--- src/rtl/reservoir_node_sched_pkg.sv ---
// Shared types and default constants for the reservoir node scheduler.
// Holds the scheduler state enum, default geometry (nodes, hold, mask, width)
// and the node-index width helper used by the top and the counter.
package reservoir_pkg;

  typedef enum logic [1:0] {
    IDLE = 2'd0,
    RUN  = 2'd1,
    DONE = 2'd2
  } state_e;

  localparam int          N_NODES_DEF = 16;
  localparam int          HOLD_DEF    = 2;
  localparam logic [15:0] MASK_DEF    = 16'hA5C3;
  localparam int          DATA_W_DEF  = 8;

  // Width of a node index; at least one bit so a port can always be declared.
  function automatic int node_w(input int n);
    return (n > 1) ? $clog2(n) : 1;
  endfunction

  localparam int NODE_W = node_w(N_NODES_DEF);

endpackage

--- src/rtl/reservoir_node_sched_vnode_counter.sv ---
// Purpose: hold-cycle / virtual-node counter pair for the node scheduler.
// Latency: registered counters; last/pre flags decode the current count.
// Backpressure: none; counts only while step is high, clear has priority.
// Ports:
//   clk, rst_n        clock, async active-low reset
//   i_clear           force both counters to 0
//   i_step            advance hold count; roll into the next node on last hold
//   o_node_idx        current node index
//   o_node_last       node index is N_NODES-1
//   o_hold_last       hold count is HOLD-1
//   o_hold_pre        hold count is HOLD-2 (next cycle is the last hold cycle)
module vnode_counter
  import reservoir_pkg::*;
#(
  parameter int N_NODES = N_NODES_DEF,
  parameter int HOLD    = HOLD_DEF
) (
  input  logic                       clk,
  input  logic                       rst_n,
  input  logic                       i_clear,
  input  logic                       i_step,
  output logic [$clog2(N_NODES)-1:0] o_node_idx,
  output logic                       o_node_last,
  output logic                       o_hold_last,
  output logic                       o_hold_pre
);

  localparam int NW = $clog2(N_NODES);
  localparam int HW = (HOLD > 1) ? $clog2(HOLD) : 1;

  localparam logic [HW-1:0] HOLD_MAX = HW'(HOLD - 1);
  localparam logic [HW-1:0] HOLD_PRE = HW'((HOLD > 1) ? HOLD - 2 : 0);
  localparam logic [NW-1:0] NODE_MAX = NW'(N_NODES - 1);

  logic [HW-1:0] r_hold_cnt;
  logic [NW-1:0] r_node_idx;

  assign o_node_idx  = r_node_idx;
  assign o_node_last = (r_node_idx == NODE_MAX);
  assign o_hold_last = (r_hold_cnt == HOLD_MAX);
  // With HOLD==1 this flag is meaningless; the caller gives hold_last priority.
  assign o_hold_pre  = (r_hold_cnt == HOLD_PRE);

  always_ff @(posedge clk or negedge rst_n) begin
    if (!rst_n) begin
      r_hold_cnt <= '0;
      r_node_idx <= '0;
    end else if (i_clear) begin
      r_hold_cnt <= '0;
      r_node_idx <= '0;
    end else if (i_step) begin
      if (o_hold_last) begin
        r_hold_cnt <= '0;
        // Wrapping past the last node returns the index to 0 for the DONE cycle.
        r_node_idx <= o_node_last ? '0 : r_node_idx + NW'(1);
      end else begin
        r_hold_cnt <= r_hold_cnt + HW'(1);
      end
    end
  end

endmodule

--- src/rtl/reservoir_node_sched.sv ---
// Purpose: time-division scheduler driving the reservoir input mux select per virtual node.
// Latency: outputs start the cycle after acceptance; one sample per N_NODES*HOLD+2 cycles.
// Backpressure: in_ready only in IDLE with abort low; in_valid elsewhere is dropped.
// Ports:
//   clk, rst_n        clock, async active-low reset
//   i_in_valid/i_in_data/o_in_ready   sample handshake (ready is combinational)
//   i_abort           synchronous cancel of the running sample / block acceptance
//   o_sel             mux select = MASK bit of the current node
//   o_sample          latched sample, stable for the whole sample period
//   o_node_idx        current virtual node
//   o_node_valid      strobe on the last hold cycle of each node
//   o_busy            high while stepping nodes
//   o_done            strobe the cycle after the last node
module reservoir_node_sched
  import reservoir_pkg::*;
#(
  parameter int                 N_NODES = N_NODES_DEF,
  parameter int                 HOLD    = HOLD_DEF,
  parameter logic [N_NODES-1:0] MASK    = N_NODES'(MASK_DEF),
  parameter int                 DATA_W  = DATA_W_DEF
) (
  input  logic                       clk,
  input  logic                       rst_n,
  input  logic                       i_in_valid,
  input  logic [DATA_W-1:0]          i_in_data,
  output logic                       o_in_ready,
  input  logic                       i_abort,
  output logic                       o_sel,
  output logic [DATA_W-1:0]          o_sample,
  output logic [$clog2(N_NODES)-1:0] o_node_idx,
  output logic                       o_node_valid,
  output logic                       o_busy,
  output logic                       o_done
);

  localparam int NW = $clog2(N_NODES);

  state_e            r_state;
  state_e            w_state_nxt;
  logic              r_sel;
  logic              w_sel_nxt;
  logic              r_node_valid;
  logic              w_nv_nxt;
  logic              r_busy;
  logic              r_done;
  logic [DATA_W-1:0] r_sample;
  logic              w_accept;

  logic [NW-1:0]     w_node_idx;
  logic [NW-1:0]     w_node_inc;
  logic              w_node_last;
  logic              w_hold_last;
  logic              w_hold_pre;
  logic              w_cnt_clear;
  logic              w_cnt_step;

  // Counter is parked at 0 outside RUN, so acceptance needs no explicit load.
  assign w_cnt_step  = (r_state == RUN);
  assign w_cnt_clear = (r_state != RUN) || i_abort;
  assign w_node_inc  = w_node_idx + NW'(1);

  vnode_counter #(
    .N_NODES (N_NODES),
    .HOLD    (HOLD)
  ) u_cnt (
    .clk         (clk),
    .rst_n       (rst_n),
    .i_clear     (w_cnt_clear),
    .i_step      (w_cnt_step),
    .o_node_idx  (w_node_idx),
    .o_node_last (w_node_last),
    .o_hold_last (w_hold_last),
    .o_hold_pre  (w_hold_pre)
  );

  assign o_in_ready = (r_state == IDLE) && !i_abort;
  assign w_accept   = i_in_valid && o_in_ready;

  always_ff @(posedge clk or negedge rst_n) begin
    if (!rst_n) begin
      r_state <= IDLE;
    end else begin
      r_state <= w_state_nxt;
    end
  end

  // Next state plus the next values of the registered sel / node_valid, so
  // both line up with the node the counter will hold in the following cycle.
  always_comb begin
    w_state_nxt = r_state;
    w_sel_nxt   = 1'b0;
    w_nv_nxt    = 1'b0;
    case (r_state)
      IDLE: begin
        if (w_accept) begin
          w_state_nxt = RUN;
          w_sel_nxt   = MASK[0];
          w_nv_nxt    = (HOLD == 1);
        end
      end
      RUN: begin
        if (i_abort) begin
          w_state_nxt = IDLE;
        end else if (w_hold_last && w_node_last) begin
          w_state_nxt = DONE;
        end else if (w_hold_last) begin
          w_sel_nxt = MASK[w_node_inc];
          w_nv_nxt  = (HOLD == 1);
        end else begin
          w_sel_nxt = r_sel;
          w_nv_nxt  = w_hold_pre;
        end
      end
      DONE: begin
        w_state_nxt = IDLE;
      end
      default: begin
        w_state_nxt = IDLE;
      end
    endcase
  end

  always_ff @(posedge clk or negedge rst_n) begin
    if (!rst_n) begin
      r_sel        <= 1'b0;
      r_node_valid <= 1'b0;
      r_busy       <= 1'b0;
      r_done       <= 1'b0;
      r_sample     <= '0;
    end else begin
      r_sel        <= w_sel_nxt;
      r_node_valid <= w_nv_nxt;
      r_busy       <= (w_state_nxt == RUN);
      r_done       <= (w_state_nxt == DONE);
      if (w_accept) begin
        r_sample <= i_in_data;
      end
    end
  end

  assign o_sel        = r_sel;
  assign o_sample     = r_sample;
  assign o_node_idx   = w_node_idx;
  assign o_node_valid = r_node_valid;
  assign o_busy       = r_busy;
  assign o_done       = r_done;

endmodule

--- config.mk ---
export PLATFORM = sky130hd
export DESIGN_NAME = reservoir_node_sched
export DESIGN_NICKNAME = d
export VERILOG_FILES = /design/src/rtl/reservoir_node_sched_pkg.sv /design/src/rtl/reservoir_node_sched_vnode_counter.sv /design/src/rtl/reservoir_node_sched.sv
export SDC_FILE = /design/constraint.sdc
export NUM_CORES = 1
export LEC_CHECK = 0
export ABC_AREA = 1
export BUFFER_PORTS_ARGS = -buffer_cell sky130_fd_sc_hd__buf_2
export CORE_MARGIN = 5
export CORE_UTILIZATION = 43
export CTS_CLUSTER_DIAMETER = 100
export DETAILED_ROUTE_END_ITERATION = 6
export PLACE_DENSITY = 0.73
export SYNTH_ARGS = -nofsm -noshare
export SYNTH_HDL_FRONTEND = slang
export SYNTH_SLANG_ARGS = --single-unit
--- constraint.sdc ---
create_clock -name clk -period 1.5 [get_ports clk]
set_clock_uncertainty 0.15 [all_clocks]
set_input_delay 0.15 -clock clk [delete_from_list [all_inputs] [get_ports clk]]
set_output_delay 0.15 -clock clk [all_outputs]
set_load 0.03 [all_outputs]
==> run metrics <==
CTS Buf Count=3; total gr overflow=0; sequential share of the synthesized area=0.560; kind of critical path=reg2reg; flop and latch count out of synthesis=19; DRC Markers=0; Max Root-Sink Buffers=2; Post-synth top flop=dfrtp_1; share of layout cells above drive strength 1=0.405; Leakage=0.606 nW; Final HPWL DP=1.33 mm; fmax=0.683 GHz; Yosys top cell by area=dfrtp_1; total power=1.22 mW; Synth Area in Adders=0.0147; DR iter-0 viols=8; Area contributors post-synth=dfrtp_1, mux2_4, nand2_1, nand3_1, inv_1; # setup viols final=0; filler instances=181; Simple-Gate Fraction of Synth Area=0.206; wire per inst=13.1 µm; Die ar.=2960 µm²; synthesized net count=93; drt pass-1 iters=3; Compound-Gate Fraction of Synth Area=0.0368; area of the multi-input gates=339 µm²; Netlist cell types=18; MaxCap Viol Count=0; vias in the first global route=682; synthesized area per cell=10.6 µm²; global placement routability congestion=0.806; final worst slack=0.0355 ns; clk root buf=clkbuf_4; clock sinks=19; critical path arrival=1.51 ns; Finished Cell Area=1150 µm²; Horiz. Die Dim=54.5 µm; CP Max Fanout=12; Slew Limit Fails=0; top-area cell type share of the netlist area=0.560; Initial Util=0.442; final wirelength=1.93 mm; status=complete, no violations; Reg area=478 µm²; FFs w/ async S/R, synth=1.00; first-pass GRT wire length=2.91 mm; Setup crit start kind=flip-flop; worst hold path class=in2reg; crit end category=flip-flop; RSZ-0062 raised after global routing=true; multiplexer share of the synthesized area=0.133; minimum clock period=1.46 ns; Tot GR Track Use=0.147; DR vias/cell=4.87; total number of vias=721; Layout area overhead=35.2%; total core area=1920 µm²; Synth Warn #=0; Placed Cells=135; Final Util=0.598; Final Hold Vio Count=0; Ports=29; pin count of the biggest net entering global routing=20; layout net count=135; initial antenna violation count=0; die height=54.5 µm; row count=16; Power Density=1060 nW/µm²; Mapped Area=850 µm²; Synth Area in XOR/XNOR=0; CTS tree=yes; Peak VDD IR=0.547 mV; actual transition at the worst max-transition pin=0.412 ns; synthesized instance count=80; CTS clock-pin slew for the worst setup and hold paths=0.10 ns; Finished Layout Cells=148; number of flops mapped to enable cells by yosys=0; Slew headroom=0.726; main combinational cell family by area after synthesis=simple AND/OR/NAND/NOR gates; clock latency on the worst-skew pair=0.30 ns; pre-CTS setup slack=0.0315 ns; ANT cells=0; Tcrit/Tclk final=0.976; IO buf count=28; ANT nets after route=0; commonest cells in the netlist=dfrtp_1, nand2_1, inv_1, nand3_1, mux2_4; dpl cell area=1020 µm²; Worst Path Required=1.54 ns; H-tree levels=1
==> cell families after synthesis <==
group / Yosys count
and+or+nand+nor: 37
DFF: 19
buffers and inverters: 9
muxes: 8
AOI/OAI and AO/OA: 6
adders and majority gates: 1
==> registers in the layout (all words and copies together) (netlist names) <==
register / flops
o_sample: 8
u_cnt.o_node_idx: 4
r_state: 2
o_busy: 1
o_done: 1
o_node_valid: 1
o_sel: 1
u_cnt.o_hold_last: 1
==> placed cells by master, fill, tap and decap left out, drive strengths merged <==
cell,synthesis,final
dlygate4sd3,0,9
mux2,8,8
nor3,1,1
nor2,5,5
o21ai,3,3
dfrtp,19,19
inv,7,7
ha,1,1
a21oi,2,2
nand3,7,7
clkbuf,1,4
o22ai,1,1
nand2,20,20
nand4,4,4
buf,1,30
==> power breakdown <==
part	switching, mW	internal [mW]	leakage, nW
Combinational	0.209	0.138	0.352
Sequential	0.0371	0.574	0.239
Clock	0.154	0.104	0.0150
==> worst max-delay path: stages, from the launching register on <==
cell and delay, ns:
dfrtp_1 0.42, nor3_4 0.19, nand2_2 0.24, mux2_4 0.36
==> layer usage <==
layer  global-route usage  vias to the layer above  part of all wire
met3               0.0327                        5             0.028
li1                     -                      349                 -
met4                0.112                        0             0.029
met2                0.255                       15              0.52
met5                    0                        -                 0
met1                0.152                      352              0.42
==> final timing paths <==
check / startpoint / end / slack [ns] / cells after the start
max: r_state[0]$_DFF_PN0_ / o_sample[3]$_DFFE_PN0P_ / 0.04 / 3
min: i_abort / u_cnt.o_hold_last$_DFFE_PN0P_ / 0.09 / 4
max reg2reg: r_state[0]$_DFF_PN0_ / o_sample[3]$_DFFE_PN0P_ / 0.04 / 3
min reg2reg: o_sel$_DFFE_PN0P_ / o_sel$_DFFE_PN0P_ / 0.35 / 2
max in group asynchronous: rst_n / u_cnt.o_node_idx[1]$_DFFE_PN0P_ / 0.74 / 2
min in group asynchronous: rst_n / u_cnt.o_node_idx[3]$_DFFE_PN0P_ / 0.14 / 2
==> layout make-up <==
type,instances,area share
Sequential cell,19,0.416
Tap cell,27,0.0294
Clock buffer,4,0.0229
Multi-Input combinational cell,52,0.295
Inverter,7,0.0229
Timing Repair Buffer,39,0.214
==> through the flow <==
stage / hold slack, ns / setup TNS [ns]
floorplan: -0.296 / -0.577
global placement: -0.0461 / 0
detailed placement: -0.0363 / 0
CTS: 0.0790 / 0
global route: 0.0999 / -0.372
finish: 0.0868 / 0
==> timing repair <==
action | in CTS | in global routing
setup endpoints to repair | 0 | 10
hold buffers | 9 | 0
buffers inserted | 0 | 0
hold endpoints to repair | 27 | 0
gates resized for setup | 0 | 3
No activity file was read; power rests on OpenSTA's default activity.
